<file path="config.mk">
export PLATFORM = sky130hd
export DESIGN_NAME = dmem_arbiter
export DESIGN_NICKNAME = d
export VERILOG_FILES = /design/src/rtl/dmem_arbiter.sv
export SDC_FILE = /design/constraint.sdc
export NUM_CORES = 1
export LEC_CHECK = 0
export BUFFER_PORTS_ARGS = -buffer_cell sky130_fd_sc_hd__buf_2
export CAP_MARGIN = 25
export CORE_AREA = 2 2 118 120
export CTS_CLUSTER_SIZE = 12
export DETAILED_ROUTE_END_ITERATION = 8
export DIE_AREA = 0 0 120 122
export PLACE_DENSITY = 0.77
export SYNTH_ARGS = -nofsm -noshare
export SYNTH_HDL_FRONTEND = slang
export SYNTH_SLANG_ARGS = --single-unit
</file>
<file path="constraint.sdc">
create_clock -name clk -period 1.83 [get_ports clk]
set_input_delay 0.0915 -clock clk [delete_from_list [all_inputs] [get_ports clk]]
set_output_delay 0.0915 -clock clk [all_outputs]
set_load 0.05 [all_outputs]
</file>
<file path="src/rtl/dmem_arbiter.sv">
// Round-robin arbiter that shares one single-port data memory between the CPU
// data path (port 0) and a debug/loader master (port 1), with fixed read latency.
module dmem_arbiter #(
    parameter int DW     = 32,
    parameter int AW     = 32,
    parameter int RD_LAT = 1
) (
    input  logic          clk,
    input  logic          reset,
    input  logic          m0_req,
    input  logic          m0_we,
    input  logic [AW-1:0] m0_addr,
    input  logic [DW-1:0] m0_wdata,
    output logic          m0_gnt,
    output logic          m0_rvalid,
    output logic [DW-1:0] m0_rdata,
    input  logic          m1_req,
    input  logic          m1_we,
    input  logic [AW-1:0] m1_addr,
    input  logic [DW-1:0] m1_wdata,
    output logic          m1_gnt,
    output logic          m1_rvalid,
    output logic [DW-1:0] m1_rdata,
    output logic          mem_en,
    output logic          mem_we,
    output logic [AW-1:0] mem_addr,
    output logic [DW-1:0] mem_wdata,
    input  logic [DW-1:0] mem_rdata
);
    if (RD_LAT < 1 || RD_LAT > 4) begin : g_bad_lat
        $fatal(1, "dmem_arbiter: RD_LAT must be in 1..4");
    end

    typedef enum logic {IDLE, RD_WAIT} state_t;
    localparam logic [1:0] LAT_M1 = 2'(RD_LAT - 1);

    state_t        state_q;
    logic [1:0]    cnt_q;
    logic          last_grant_q;
    logic          owner_q;
    logic          rd_ret_q;
    logic [AW-1:0] addr_q;
    logic [DW-1:0] wdata_q;
    logic [DW-1:0] rdata0_q;
    logic [DW-1:0] rdata1_q;

    logic          pick1;
    logic          any_gnt;
    logic          sel_we;
    logic [AW-1:0] sel_addr;
    logic [DW-1:0] sel_wdata;

    always_comb begin
        // NOTE: every output of this block is assigned on every path, so no latch is inferred.
        pick1     = m1_req && (!m0_req || !last_grant_q);
        any_gnt   = reset && (state_q == IDLE) && (m0_req || m1_req);
        sel_we    = pick1 ? m1_we    : m0_we;
        sel_addr  = pick1 ? m1_addr  : m0_addr;
        sel_wdata = pick1 ? m1_wdata : m0_wdata;
    end

    assign m0_gnt    = any_gnt && !pick1;
    assign m1_gnt    = any_gnt && pick1;
    assign mem_en    = any_gnt;
    assign mem_we    = any_gnt && sel_we;
    assign mem_addr  = any_gnt ? sel_addr  : addr_q;
    assign mem_wdata = any_gnt ? sel_wdata : wdata_q;

    // Read data is steered straight from the memory in the return cycle, held otherwise.
    assign m0_rvalid = rd_ret_q && !owner_q;
    assign m1_rvalid = rd_ret_q && owner_q;
    assign m0_rdata  = m0_rvalid ? mem_rdata : rdata0_q;
    assign m1_rdata  = m1_rvalid ? mem_rdata : rdata1_q;

    always_ff @(posedge clk or negedge reset) begin
        if (!reset) begin
            state_q      <= IDLE;
            cnt_q        <= '0;
            last_grant_q <= 1'b1;
            owner_q      <= 1'b0;
            rd_ret_q     <= 1'b0;
            addr_q       <= '0;
            wdata_q      <= '0;
            rdata0_q     <= '0;
            rdata1_q     <= '0;
        end else begin
            // NOTE: non-blocking assignments keep all state updates simultaneous at the edge.
            rd_ret_q <= 1'b0;
            if (any_gnt) begin
                last_grant_q <= pick1;
                addr_q       <= sel_addr;
                wdata_q      <= sel_wdata;
            end
            if (m0_rvalid) rdata0_q <= mem_rdata;
            if (m1_rvalid) rdata1_q <= mem_rdata;
            case (state_q)
                IDLE: begin
                    if (any_gnt && !sel_we) begin
                        owner_q <= pick1;
                        if (RD_LAT == 1) begin
                            rd_ret_q <= 1'b1;
                        end else begin
                            state_q <= RD_WAIT;
                            cnt_q   <= LAT_M1;
                        end
                    end
                end
                RD_WAIT: begin
                    if (cnt_q == 2'd1) begin
                        state_q  <= IDLE;
                        rd_ret_q <= 1'b1;
                    end else begin
                        cnt_q <= cnt_q - 2'd1;
                    end
                end
                default: state_q <= IDLE;
            endcase
        end
    end
endmodule

</file>
==> run_summary.xml <==
<?xml version="1.0" encoding="UTF-8"?>
<metrics>
  <group name="status">
    <metric name="outcome" unit="">finished with violations</metric>
    <metric name="failed_checks" unit="">setup timing</metric>
  </group>
  <group name="clock_network">
    <metric name="cts_made_buffers" unit="">17</metric>
    <metric name="cts_tree" unit="">done</metric>
    <metric name="cts-root-buf" unit="">sky130_fd_sc_hd__clkbuf_16</metric>
    <metric name="ctsLongestPathBuffers" unit="">2</metric>
    <metric name="clk-insertion-delay-late" unit="ns">0.41</metric>
    <metric name="clock_pin_slew_reported_for_the_worst_setup_and_hold_paths_after_clock_tree_synthesis" unit="ns">0.05</metric>
    <metric name="cts.htree.levels" unit="">4</metric>
    <metric name="clock_sink_count" unit="">134</metric>
  </group>
  <group name="routing">
    <metric name="vias_per_cell" unit="">5.57</metric>
    <metric name="routed-via-count" unit="">5613</metric>
    <metric name="postRouteAntennaNets" unit="">0</metric>
    <metric name="firstDrtPassIters" unit="">4</metric>
    <metric name="wl_met1" unit="µm">8520</metric>
    <metric name="routed_wl" unit="µm">24100</metric>
    <metric name="highest-signal-layer" unit="">met4</metric>
    <metric name="wl_per_cell" unit="µm">24.0</metric>
    <metric name="met3WireLength" unit="µm">1750</metric>
    <metric name="drtIter0Drc" unit="">398</metric>
    <metric name="met2RoutedLength" unit="µm">12700</metric>
    <metric name="detail_route.drc_violations" unit="">0</metric>
  </group>
  <group name="finish">
    <metric name="post_route_cells_drive_above_1_share" unit="%">58.9</metric>
    <metric name="design_area" unit="mm²">0.0106</metric>
    <metric name="synthToLayoutAreaGrowth" unit="%">91.8</metric>
    <metric name="antenna_cell_count" unit="">0</metric>
    <metric name="layout.cells.most_common_list" unit="">sky130_fd_sc_hd__buf_2 (166), sky130_fd_sc_hd__dfrtp_1 (131), sky130_fd_sc_hd__buf_6 (95)</metric>
    <metric name="nNetsFinal" unit="">983</metric>
    <metric name="fill_cells" unit="">723</metric>
    <metric name="layout_commonest_cell" unit="">sky130_fd_sc_hd__buf_2</metric>
  </group>
  <group name="worst_setup_path">
    <metric name="timing.critical_path.required" unit="ns">1.74</metric>
    <metric name="critPathKind" unit="">flop to output pin</metric>
    <metric name="worstSetupStartpointType" unit="">flop</metric>
    <metric name="crit_slowest_cell" unit="">sky130_fd_sc_hd__dfstp_2</metric>
    <metric name="timing.critical_path.fanout_max" unit="">16</metric>
    <metric name="path_cells" unit="">a21boi_4, clkbuf_16, and3_1, a221o_2, buf_6</metric>
    <metric name="category_of_the_worst_setup_path_capture_point" unit="">output pin</metric>
    <metric name="cp.arrival" unit="ns">1.97</metric>
    <metric name="worst_path_largest_cell_delay" unit="ns">0.57</metric>
  </group>
  <group name="global_route">
    <metric name="grt_overflow_total" unit="">0</metric>
    <metric name="grtUsageTotal" unit="%">28.7</metric>
    <metric name="grt_first_pass_wirelength" unit="µm">31600</metric>
    <metric name="first_global_vias" unit="">5756</metric>
    <metric name="largest_net_degree_at_the_start_of_global_routing" unit="">135</metric>
    <metric name="antenna_found_initial" unit="">0</metric>
  </group>
  <group name="placed_design">
    <metric name="detailed_place_hpwl" unit="µm">11400</metric>
    <metric name="place_ws" unit="ns">0.103</metric>
    <metric name="post_dp_cell_area" unit="mm²">0.00731</metric>
    <metric name="place.port_buffers" unit="">299</metric>
    <metric name="final_wtd_congestion" unit="">0.850</metric>
  </group>
  <group name="floorplan">
    <metric name="io_pins" unit="">300</metric>
    <metric name="die_height" unit="µm">122</metric>
    <metric name="die_w" unit="µm">120</metric>
    <metric name="num_rows" unit="">43</metric>
    <metric name="placeableCoreArea" unit="mm²">0.0135</metric>
    <metric name="dieArea" unit="mm²">0.0146</metric>
    <metric name="start_util" unit="%">41.0</metric>
  </group>
  <group name="power_and_ir_drop">
    <metric name="p_total" unit="mW">15.8</metric>
    <metric name="power.density_cell_area" unit="mW/mm²">1490</metric>
    <metric name="ir_worst_vdd" unit="µV">718</metric>
    <metric name="total_leakage_power" unit="nW">5.33</metric>
  </group>
  <group name="synth">
    <metric name="yosysTopAreaCellShare" unit="%">60.2</metric>
    <metric name="number_of_synthesized_flops_with_an_enable_pin" unit="">0</metric>
    <metric name="cell_count_after_synthesis" unit="">387</metric>
    <metric name="synthFlopType" unit="">sky130_fd_sc_hd__dfrtp_1</metric>
    <metric name="netlist.top_cell.by_area" unit="">sky130_fd_sc_hd__dfrtp_1</metric>
    <metric name="netlist_area" unit="mm²">0.00553</metric>
    <metric name="ys_ff_latch" unit="">134</metric>
    <metric name="mappedNetlistNets" unit="">554</metric>
    <metric name="postSynthAreaPerCell" unit="µm²">14.3</metric>
    <metric name="post_synth_main_area_contributors" unit="">sky130_fd_sc_hd__dfrtp_1 (60%), sky130_fd_sc_hd__a221o_1 (12%), sky130_fd_sc_hd__and3_1 (7.2%), sky130_fd_sc_hd__mux2_2 (7.1%), sky130_fd_sc_hd__mux2_1 (5.9%)</metric>
    <metric name="ys_seq_area_share" unit="%">60.7</metric>
    <metric name="asyncSetResetFlopFracSynth" unit="%">100</metric>
    <metric name="synth_warnings" unit="">0</metric>
    <metric name="synth_cell_type_count" unit="">29</metric>
  </group>
  <group name="sta">
    <metric name="slew-limit-headroom" unit="%">52.6</metric>
    <metric name="transition_time_of_the_tightest_slew_check_pin" unit="ns">0.711</metric>
    <metric name="maxClockFrequency" unit="GHz">0.485</metric>
    <metric name="clock-skew-final" unit="ns">0.00895</metric>
    <metric name="report.final.setup_viol" unit="">107</metric>
    <metric name="final_min_period_over_clock_period" unit="%">113</metric>
    <metric name="slew_violations" unit="">0</metric>
    <metric name="final.setup.worst_slack" unit="ns">-0.230</metric>
    <metric name="grt_setup_unrepaired" unit="">true</metric>
    <metric name="final_period_minus_worst_setup_slack" unit="ns">2.06</metric>
    <metric name="timing.final.hold_violations" unit="">0</metric>
    <metric name="hold-worst-slack" unit="ns">0.00826</metric>
  </group>
  <group name="min_path">
    <metric name="holdCritPathClass" unit="">input port to flop</metric>
  </group>
  <group name="job">
    <metric name="max_cap_violations" unit="">0</metric>
  </group>
</metrics>
-- logic make-up (layout without fill, tap and decap cells) --
group	Yosys count	count (layout)	share of synthesized area [%]
flops	134	134	60.7
simple gates	75	75	8.51
compound gates	72	72	12.8
mux	65	65	13.2
buf+inv	39	479	4.46
fa+ha+maj	1	1	0.226
xor+xnor	1	1	0.158
-- state kept, by name (all words and copies together), names as in the netlist --
signal        count
cnt_q             2
rd_ret_q          1
owner_q           1
rdata1_q         32
rdata0_q         32
last_grant_q      1
wdata_q          32
state_q           1
addr_q           32
-- repair_timing --
| action | CTS | global route |
|---|---|---|
| buffers inserted | 16 | 21 |
| endpoints found under the hold margin | 249 | 0 |
| cloned | 9 | 5 |
| pin swaps | 5 | 11 |
| endpoints found under the setup margin | 131 | 131 |
| hold buffers | 90 | 0 |
| gates resized for setup | 301 | 119 |
-- final timing paths --
| path | start | to | slack, ns | depth (start not counted) |
|---|---|---|---|---|
| setup / recovery | last_grant_q | mem_wdata[25] | -0.23 | 5 |
| hold / removal | m0_addr[27] | addr_q[27] | 0.008 | 2 |
| setup reg to reg | last_grant_q | addr_q[28] | 0.10 | 6 |
| hold reg to reg | cnt_q[0] | cnt_q[0] | 0.49 | 1 |
| max in group asynchronous | reset | rdata0_q[29] | 0.90 | 3 |
| min in group asynchronous | reset | rd_ret_q | 0.40 | 3 |
-- report_power, final --
| part | internal [mW] | switching (mW) | total (mW) |
|---|---|---|---|
| sequential | 3.77 | 0.366 | 4.13 |
| clock | 2.38 | 1.26 | 3.64 |
| combinational | 3.37 | 4.68 | 8.06 |
-- per-stage QoR --
step | TNS, ns | cells | utilization [%]
6_report | -16.61 | 1007 | 78.5
5_1_grt | -23.44 | 1007 | 78.5
3_3_place_gp | 0 | 841 | 54.1
3_5_place_dp | 0 | 841 | 54.1
4_1_cts | -18.09 | 986 | 74.5
2_1_floorplan | 0 | 387 | -
-- metal layers --
| layer | track usage (%) | up-vias |
|---|---|---|
| met1 | 31.5 | 2784 |
| met4 | 16.3 | 0 |
| met3 | 7.02 | 93 |
| li1 | - | 2346 |
| met2 | 50.7 | 390 |
| met5 | 0 | - |
-- Yosys cell counts, types with 2 or more instances --
master and n:
sky130_fd_sc_hd__dfrtp_1 133, sky130_fd_sc_hd__nor2b_1 2, sky130_fd_sc_hd__buf_2 14, sky130_fd_sc_hd__clkbuf_1 10
sky130_fd_sc_hd__mux2_1 29, sky130_fd_sc_hd__and3_1 64, sky130_fd_sc_hd__mux2_2 35, sky130_fd_sc_hd__a221o_1 64
sky130_fd_sc_hd__buf_6 11, sky130_fd_sc_hd__nand2_1 4, sky130_fd_sc_hd__inv_1 3
-- area by class of cell --
type                       count  area (µm²)  share of cell area, %
clock buffer                  22         474                   4.47
sequential                   134        3360                   31.7
clock inverter                 8         148                   1.39
tap                          180         225                   2.12
timing repair buffer         445        4110                   38.7
multi-input combinational    214        2280                   21.5
inverter                       4        15.0                  0.142
-- worst max-delay path: cells and delay by family (launching register included) --
family,cells,cell delay [ns]
buffers and inverters,2,0.37
and+or+nand+nor,1,0.18
DFF,1,0.57
AOI/OAI and AO/OA,2,0.44
Note: power is estimated with default switching activity, not from simulation.
